[src/rtl/uart_baud_gen_pkg.sv]
// uart_pkg: baud-rate table, divisor helper and shared types for the
// fractional-N baud generator.
package uart_pkg;

  typedef logic [3:0] baud_sel_t;

  typedef struct packed {
    logic [31:0] int_part;
    logic [31:0] frac_part;
  } div_t;

  localparam int unsigned BAUD_RATES [16] = '{
    200, 300, 600, 1200, 2400, 4800, 9600, 14400,
    19200, 28800, 38400, 57600, 76800, 115200, 230400, 460800
  };

  // D = round_half_up(clk * 2^fb / (baud * os)), split into {I, F}.
  function automatic div_t calc_div(input longint unsigned clk,
                                    input longint unsigned baud,
                                    input longint unsigned os,
                                    input int unsigned     fb);
    longint unsigned den;
    longint unsigned d;
    div_t            r;
    den         = baud * os;
    d           = ((clk << fb) + den / 2) / den;
    r.int_part  = 32'(d >> fb);
    r.frac_part = 32'(d & ((64'd1 << fb) - 64'd1));
    return r;
  endfunction

endpackage

[src/rtl/uart_baud_gen_if.sv]
// uart_baud_gen_if: configuration inputs and tick outputs of uart_baud_gen.
// Build option UART_CUSTOM_DIV_EN adds use_custom / custom_div_tx / custom_div_rx.
interface uart_baud_gen_if #(
  parameter int unsigned OVERSAMPLE = 16
`ifdef UART_CUSTOM_DIV_EN
  , parameter int unsigned DIV_W     = 20
  , parameter int unsigned FRAC_BITS = 4
`endif
);
  import uart_pkg::*;

  localparam int unsigned OS_W = $clog2(OVERSAMPLE);

  // No valid/ready here: every tick output is a single-cycle strobe with no
  // back-pressure, and configuration (baud_sel, use_custom, custom_div_*) is
  // only sampled while active is low; rx_resync is a one-cycle request.
  logic            active;
  baud_sel_t       baud_sel;
  logic            rx_resync;
  logic            tx_tick;
  logic            rx_tick;
  logic [OS_W-1:0] rx_os_idx;
  logic            rx_mid;
  logic            cfg_err;
`ifdef UART_CUSTOM_DIV_EN
  logic                       use_custom;
  logic [DIV_W+FRAC_BITS-1:0] custom_div_tx;
  logic [DIV_W+FRAC_BITS-1:0] custom_div_rx;

  modport master (output active, baud_sel, rx_resync, use_custom, custom_div_tx, custom_div_rx,
                  input  tx_tick, rx_tick, rx_os_idx, rx_mid, cfg_err);
  modport slave  (input  active, baud_sel, rx_resync, use_custom, custom_div_tx, custom_div_rx,
                  output tx_tick, rx_tick, rx_os_idx, rx_mid, cfg_err);
`else
  modport master (output active, baud_sel, rx_resync,
                  input  tx_tick, rx_tick, rx_os_idx, rx_mid, cfg_err);
  modport slave  (input  active, baud_sel, rx_resync,
                  output tx_tick, rx_tick, rx_os_idx, rx_mid, cfg_err);
`endif

endinterface

[src/rtl/uart_frac_div.sv]
// uart_frac_div: one fractional-N divider channel; tick period alternates
// between I and I+1 cycles so that 2^FRAC_BITS ticks span exactly D cycles.
module uart_frac_div #(
  parameter int unsigned DIV_W     = 20,
  parameter int unsigned FRAC_BITS = 4
) (
  input  logic                 clk,
  input  logic                 arst,
  input  logic                 run,
  input  logic                 clear,
  input  logic [DIV_W-1:0]     int_div,
  input  logic [FRAC_BITS-1:0] frac_div,
  output logic                 tick
);

  logic [DIV_W-1:0]     cnt;
  logic [DIV_W-1:0]     term;
  logic [FRAC_BITS-1:0] acc;
  logic                 ext;

  // ext holds the carry of the previous accumulation and stretches this period.
  assign term = int_div - DIV_W'(1) + DIV_W'(ext);
  assign tick = run && !clear && (cnt == term);

  always_ff @(posedge clk or posedge arst) begin
    if (arst) begin
      cnt <= '0;
      acc <= '0;
      ext <= 1'b0;
    end else if (!run || clear) begin
      cnt <= '0;
      acc <= '0;
      ext <= 1'b0;
    end else if (tick) begin
      cnt        <= '0;
      {ext, acc} <= {1'b0, acc} + {1'b0, frac_div};
    end else begin
      cnt <= cnt + DIV_W'(1);
    end
  end

endmodule

[src/rtl/uart_baud_gen.sv]
// uart_baud_gen: fractional-N TX (1x) and RX (OVERSAMPLE x) baud tick generator.
// Build option UART_CUSTOM_DIV_EN adds runtime custom divisors in {I,F} format.
module uart_baud_gen
  import uart_pkg::*;
#(
  parameter int unsigned CLOCK_FREQUENCY = 50_000_000,
  parameter int unsigned OVERSAMPLE      = 16,
  parameter int unsigned FRAC_BITS       = 4,
  parameter int unsigned DIV_W           = 20
) (
  input logic            clk,
  input logic            arst,
  uart_baud_gen_if.slave bus
);

  localparam int unsigned OS_W = $clog2(OVERSAMPLE);

  if (OVERSAMPLE < 4 || OVERSAMPLE > 32 || (OVERSAMPLE & (OVERSAMPLE - 1)) != 0) begin : g_bad_os
    $error("uart_baud_gen: OVERSAMPLE must be a power of 2 in 4..32");
  end

  logic [DIV_W-1:0]     tx_i_tbl [16];
  logic [FRAC_BITS-1:0] tx_f_tbl [16];
  logic [DIV_W-1:0]     rx_i_tbl [16];
  logic [FRAC_BITS-1:0] rx_f_tbl [16];

  for (genvar g = 0; g < 16; g++) begin : g_tbl
    localparam div_t TX_D = calc_div(64'(CLOCK_FREQUENCY), 64'(BAUD_RATES[g]), 64'd1, FRAC_BITS);
    localparam div_t RX_D = calc_div(64'(CLOCK_FREQUENCY), 64'(BAUD_RATES[g]),
                                     64'(OVERSAMPLE), FRAC_BITS);
    // The TX integer part is always the largest one, so it bounds DIV_W.
    if (64'(TX_D.int_part) >= (64'd1 << DIV_W)) begin : g_ovf
      $error("uart_baud_gen: divisor for table entry %0d overflows DIV_W", g);
    end
    assign tx_i_tbl[g] = DIV_W'(TX_D.int_part);
    assign tx_f_tbl[g] = FRAC_BITS'(TX_D.frac_part);
    assign rx_i_tbl[g] = DIV_W'(RX_D.int_part);
    assign rx_f_tbl[g] = FRAC_BITS'(RX_D.frac_part);
  end

  baud_sel_t sel_q;

  always_ff @(posedge clk or posedge arst) begin
    if (arst)             sel_q <= '0;
    else if (!bus.active) sel_q <= bus.baud_sel;
  end

`ifdef UART_CUSTOM_DIV_EN
  logic                       use_q;
  logic [DIV_W+FRAC_BITS-1:0] cust_tx_q;
  logic [DIV_W+FRAC_BITS-1:0] cust_rx_q;

  always_ff @(posedge clk or posedge arst) begin
    if (arst) begin
      use_q     <= 1'b0;
      cust_tx_q <= '0;
      cust_rx_q <= '0;
    end else if (!bus.active) begin
      use_q     <= bus.use_custom;
      cust_tx_q <= bus.custom_div_tx;
      cust_rx_q <= bus.custom_div_rx;
    end
  end
`endif

  logic [DIV_W-1:0]     tx_i;
  logic [DIV_W-1:0]     rx_i;
  logic [FRAC_BITS-1:0] tx_f;
  logic [FRAC_BITS-1:0] rx_f;

  always_comb begin
    tx_i = tx_i_tbl[sel_q];
    tx_f = tx_f_tbl[sel_q];
    rx_i = rx_i_tbl[sel_q];
    rx_f = rx_f_tbl[sel_q];
`ifdef UART_CUSTOM_DIV_EN
    if (use_q) begin
      tx_i = cust_tx_q[FRAC_BITS +: DIV_W];
      tx_f = cust_tx_q[FRAC_BITS-1:0];
      rx_i = cust_rx_q[FRAC_BITS +: DIV_W];
      rx_f = cust_rx_q[FRAC_BITS-1:0];
    end
`endif
  end

  logic cfg_err;
  logic run;
  logic tx_tick;
  logic rx_tick;

  // An integer part below 2 cannot produce a one-cycle-wide tick train.
  assign cfg_err = (tx_i < DIV_W'(2)) || (rx_i < DIV_W'(2));
  assign run     = bus.active && !cfg_err;

  uart_frac_div #(.DIV_W(DIV_W), .FRAC_BITS(FRAC_BITS)) u_tx_div (
    .clk      (clk),
    .arst     (arst),
    .run      (run),
    .clear    (1'b0),
    .int_div  (tx_i),
    .frac_div (tx_f),
    .tick     (tx_tick)
  );

  uart_frac_div #(.DIV_W(DIV_W), .FRAC_BITS(FRAC_BITS)) u_rx_div (
    .clk      (clk),
    .arst     (arst),
    .run      (run),
    .clear    (bus.rx_resync),
    .int_div  (rx_i),
    .frac_div (rx_f),
    .tick     (rx_tick)
  );

  logic [OS_W-1:0] os_idx;

  always_ff @(posedge clk or posedge arst) begin
    if (arst)                        os_idx <= '0;
    else if (!run || bus.rx_resync)  os_idx <= '0;
    else if (rx_tick)                os_idx <= os_idx + OS_W'(1);
  end

  assign bus.tx_tick   = tx_tick;
  assign bus.rx_tick   = rx_tick;
  assign bus.rx_os_idx = os_idx;
  assign bus.rx_mid    = rx_tick && (os_idx == OS_W'(OVERSAMPLE / 2 - 1));
  assign bus.cfg_err   = cfg_err;

endmodule

[src/flat_wrapper.sv]
// flat-port wrapper written by rule: the top's interface ports become plain ports
module uart_baud_gen_flat import uart_pkg::*;
#(
  parameter int unsigned CLOCK_FREQUENCY = 50_000_000,
  parameter int unsigned OVERSAMPLE      = 16,
  parameter int unsigned FRAC_BITS       = 4,
  parameter int unsigned DIV_W           = 20
)
  (clk, arst, bus_active, bus_baud_sel, bus_rx_resync, bus_tx_tick, bus_rx_tick, bus_rx_os_idx, bus_rx_mid, bus_cfg_err);
  uart_baud_gen_if #(.OVERSAMPLE(OVERSAMPLE)) bus_i ();
  input logic clk;
  input logic arst;
  input wire logic [$bits(bus_i.active)-1:0] bus_active;
  input wire logic [$bits(bus_i.baud_sel)-1:0] bus_baud_sel;
  input wire logic [$bits(bus_i.rx_resync)-1:0] bus_rx_resync;
  output wire logic [$bits(bus_i.tx_tick)-1:0] bus_tx_tick;
  output wire logic [$bits(bus_i.rx_tick)-1:0] bus_rx_tick;
  output wire logic [$bits(bus_i.rx_os_idx)-1:0] bus_rx_os_idx;
  output wire logic [$bits(bus_i.rx_mid)-1:0] bus_rx_mid;
  output wire logic [$bits(bus_i.cfg_err)-1:0] bus_cfg_err;
  assign bus_i.active = bus_active;
  assign bus_i.baud_sel = bus_baud_sel;
  assign bus_i.rx_resync = bus_rx_resync;
  assign bus_tx_tick = bus_i.tx_tick;
  assign bus_rx_tick = bus_i.rx_tick;
  assign bus_rx_os_idx = bus_i.rx_os_idx;
  assign bus_rx_mid = bus_i.rx_mid;
  assign bus_cfg_err = bus_i.cfg_err;
  uart_baud_gen #(.CLOCK_FREQUENCY(CLOCK_FREQUENCY), .OVERSAMPLE(OVERSAMPLE), .FRAC_BITS(FRAC_BITS), .DIV_W(DIV_W)) u_core (.clk(clk), .arst(arst), .bus(bus_i));
endmodule
[config.mk]
export PLATFORM = sky130hd
export DESIGN_NAME = uart_baud_gen_flat
export DESIGN_NICKNAME = d
export VERILOG_FILES = /design/src/rtl/uart_baud_gen_pkg.sv /design/src/rtl/uart_baud_gen_if.sv /design/src/rtl/uart_frac_div.sv /design/src/rtl/uart_baud_gen.sv /design/src/flat_wrapper.sv
export SDC_FILE = /design/constraint.sdc
export NUM_CORES = 1
export LEC_CHECK = 0
export CORE_ASPECT_RATIO = 0.9
export CORE_MARGIN = 2
export CORE_UTILIZATION = 45
export DETAILED_ROUTE_END_ITERATION = 10
export PLACE_DENSITY = 0.62
export SLEW_MARGIN = 20
export SYNTH_ARGS = -nofsm -noshare
export SYNTH_HDL_FRONTEND = slang
export SYNTH_SLANG_ARGS = --single-unit
[constraint.sdc]
create_clock -name clk -period 4.9 [get_ports clk]
set_input_delay 0.49 -clock clk [delete_from_list [all_inputs] [get_ports clk]]
set_output_delay 0.49 -clock clk [all_outputs]
set_load 0.1 [all_outputs]
==> run_results.csv <==
group,metric,value,unit
run_status,status,"finished clean",
timing,fin_skew,5.99,ps
floorplan,placementRows,34,
floorplan,boundaryPins,16,
detailed_routing,drt-total-wl,11.2,mm
timing,tightest_slew,967,ps
global_route,track_usage,21.8,%
cts,clk_pin_slew_worst_paths,50,ps
timing,report.final.slew_viol_count,0,
timing,post-route-period-util,95.1,%
floorplan,fp.dieH,99.9,um
power,pwr_density_cell,310,nW/um2
min_path,worstHoldPathType,"flip-flop to flip-flop",
cts,cts_buffers,9,
cells_and_area,final_core_util,53.2,%
critical_path,critical_path_class,"flip-flop to output pin",
cells_and_area,final_area,5200,um2
power,switchingPower,0.503,mW
critical_path,crit_fanout,15,
yosys,synth_ff_type,"dfrtp_1",
yosys,synth_edf_count,0,
floorplan,core,9780,um2
detailed_routing,detail-route-antenna-nets,0,
global_route,overflow,0,
floorplan,initial_utilization,47.0,%
detailed_routing,drc,0,
placed_design,place_congestion,0.899,
placed_design,dp_hpwl,8.42,mm
critical_path,cp_num_buf_inv,3,
placed_design,dpl-instance-area,4890,um2
timing,final-setup-viol-count,0,
cts,cts_tree,"yes",
cts,post-cts-setup-buffers,0,
global_route,grt_first_pass_wirelength,19.3,mm
global_route,grt_max_degree,59,
cts,post_cts_resized,0,
min_path,hold-path-cell-count,1,
timing,setup_tns,0,ps
power,p_sw_share,31.2,%
detailed_routing,detail_route.wl_per_cell,16.7,um
power,max-vdd-ir-drop,185,uV
critical_path,critPathMaxStageDelay,530,ps
detailed_routing,dr.pass1.iters,5,
cells_and_area,diodes,0,
critical_path,worstPathCellList,"inv_1 -> ha_2 -> inv_1 -> mux4_2 -> ha_1 -> xnor2_1 -> nor4_1 -> o2111ai_1 -> or3_1 -> nor4_1 -> nand4b_1 -> nor4_4 -> buf_12",
cts,cts_sinks,58,
critical_path,rr_worst_depth,13,
yosys,synth_most_common_cell,"nor2_1",
timing,slew_headroom,35.3,%
yosys,synth_top_area_share,31.6,%
floorplan,fp.dieArea,11000,um2
yosys,async_flop_share,100,%
critical_path,path_depth,13,
detailed_routing,vias_per_cell,5.74,
cts,cts_buffer_depth,2,
timing,report.final.hold_viol_count,0,
critical_path,worst_ep_required_time,4410,ps
global_route,antenna_found_initial,0,
timing,layout_min_cycle_time,4660,ps
timing,whs,526,ps
critical_path,cpMaxStageDelayCell,"mux4_2",
detailed_routing,vias,3852,
yosys,synth_commonest_cells,"75 x nor2_1, 58 x dfrtp_1, 43 x xnor2_1",
yosys,synth_area,4590,um2
timing,max_freq,0.215,GHz
power,p_leak,2.21,nW
cts,clk_latency,330,ps
cells_and_area,layout-drive-gt1-share,8.99,%
yosys,synth_top_area_cell,"dfrtp_1",
yosys,synth_cell_types,71,
yosys,yosys_warnings,0,
yosys,synth_fp_nets,562,
yosys,seq_area_frac_synth,31.6,%
power,seq_power_share,30.8,%
power,pwr-share-clk,40.6,%
cts,clockRootBuffer,"clkbuf_16",
critical_path,worstPathArrival,4170,ps
cells_and_area,fin_nets,573,
cts,h-tree-depth,3,
power,p_int,1.11,mW
yosys,synthCells,530,
cts,holdBufCountCts,0,
flow_run,max_cap_viol_count,0,
cells_and_area,area_growth,13.3,%
global_route,first_global_vias,3823,
yosys,synth_area_per_cell,8.67,um2
placed_design,port_buffers,14,
floorplan,die_w,111,um
detailed_routing,drtIter0Drc,306,
critical_path,worstSetupEndpointType,"output pin",
critical_path,cp-start-kind,"flip-flop",
timing,rsz0062_at_grt,"false",
power,pwr-share-comb,28.6,%
yosys,synthTopCellsByArea,"dfrtp_1 32%, xnor2_1 8.2%, nor2_1 6.1%",
yosys,synth_seq_cells,58,
cells_and_area,nFillCells,905,
critical_path,path_delay_family,"simple AND/OR/NAND/NOR gates",
==> layer usage <==
layer  part of all wire, %  global-route usage (%)  wire length (um)
met3                   4.2                    4.11               471
met4                   2.6                    8.75               294
met2                    45                    34.5              5010
met5                     0                       0                 0
met1                    48                    29.8              5410
==> path summary, 6_finish.rpt <==
kind,slack (ps),endpoint,from
setup / recovery,240,bus_rx_mid,u_core.sel_q[1]
hold / removal,530,u_core.u_tx_div.cnt[0],u_core.u_tx_div.cnt[0]
hold reg to reg,530,u_core.u_tx_div.cnt[0],u_core.u_tx_div.cnt[0]
setup reg to reg,680,u_core.bus.rx_os_idx[3],u_core.sel_q[1]
max in group asynchronous,3650,u_core.sel_q[1],arst
min in group asynchronous,710,u_core.u_tx_div.cnt[18],arst
==> power by group through the flow <==
stage	clock, mW	combinational (mW)	sequential (mW)
finish	0.654	0.461	0.496
global route	0.693	0.508	0.497
CTS	0.670	0.455	0.496
detailed placement	0	0.452	0.504
global placement	0	0.448	0.504
floorplan	0	0.349	0.501
==> flip-flops by register name, indices dropped and copies added (netlist names) <==
register	cells
u_core.u_tx_div.ext	1
u_core.u_tx_div.acc	4
u_core.u_rx_div.ext	1
u_core.u_tx_div.cnt	20
u_core.u_rx_div.acc	4
u_core.u_rx_div.cnt	20
u_core.sel_q	4
u_core.bus.rx_os_idx	4
==> through the flow <==
stage / power (mW) / setup slack (ps) / instances
3_3_place_gp: 0.952 / 545 / 656
3_5_place_dp: 0.956 / 455 / 656
4_1_cts: 1.62 / 77.7 / 671
2_1_floorplan: 0.850 / 96.3 / 530
6_report: 1.61 / 240 / 671
5_1_grt: 1.70 / 3.27 / 671
==> cells by family (layout without fill, tap and decap cells) <==
logic type      count (synthesis)  in the layout  synth area share, %
flops                          58             58                 31.6
compound gates                 89             89                 12.8
other cells                     1              1               0.0816
xor+xnor                       73             73                 14.2
mux                            20             20                 5.15
fa+ha+maj                      24             24                 6.86
simple gates                  216            216                 24.7
buf+inv                        49             64                 4.60
==> layout make-up <==
class / instances / area [um2] / share of cell area (%)
multi-input combinational: 423 / 2960 / 56.8
tap: 126 / 158 / 3.03
sequential: 58 / 1450 / 27.9
clock buffer: 12 / 236 / 4.54
clock inverter: 3 / 65.1 / 1.25
inverter: 26 / 97.6 / 1.88
timing repair buffer: 23 / 238 / 4.57
==> cells in the final DEF, fill, tap and decap left out, types with 7 or more instances in the layout <==
master / n
inv_1: 24
a21o_1: 7
mux2i_1: 12
nor2_1: 74
nand2b_1: 13
nand2_1: 21
clkbuf_16: 9
a21oi_1: 25
nor3_1: 11
and3_1: 15
dfrtp_1: 57
buf_4: 9
xnor2_1: 43
ha_1: 21
o21ai_0: 19
clkdlybuf4s50_1: 11
nand3_1: 29
xor2_1: 29
Note: power is estimated with default switching activity, not from simulation.
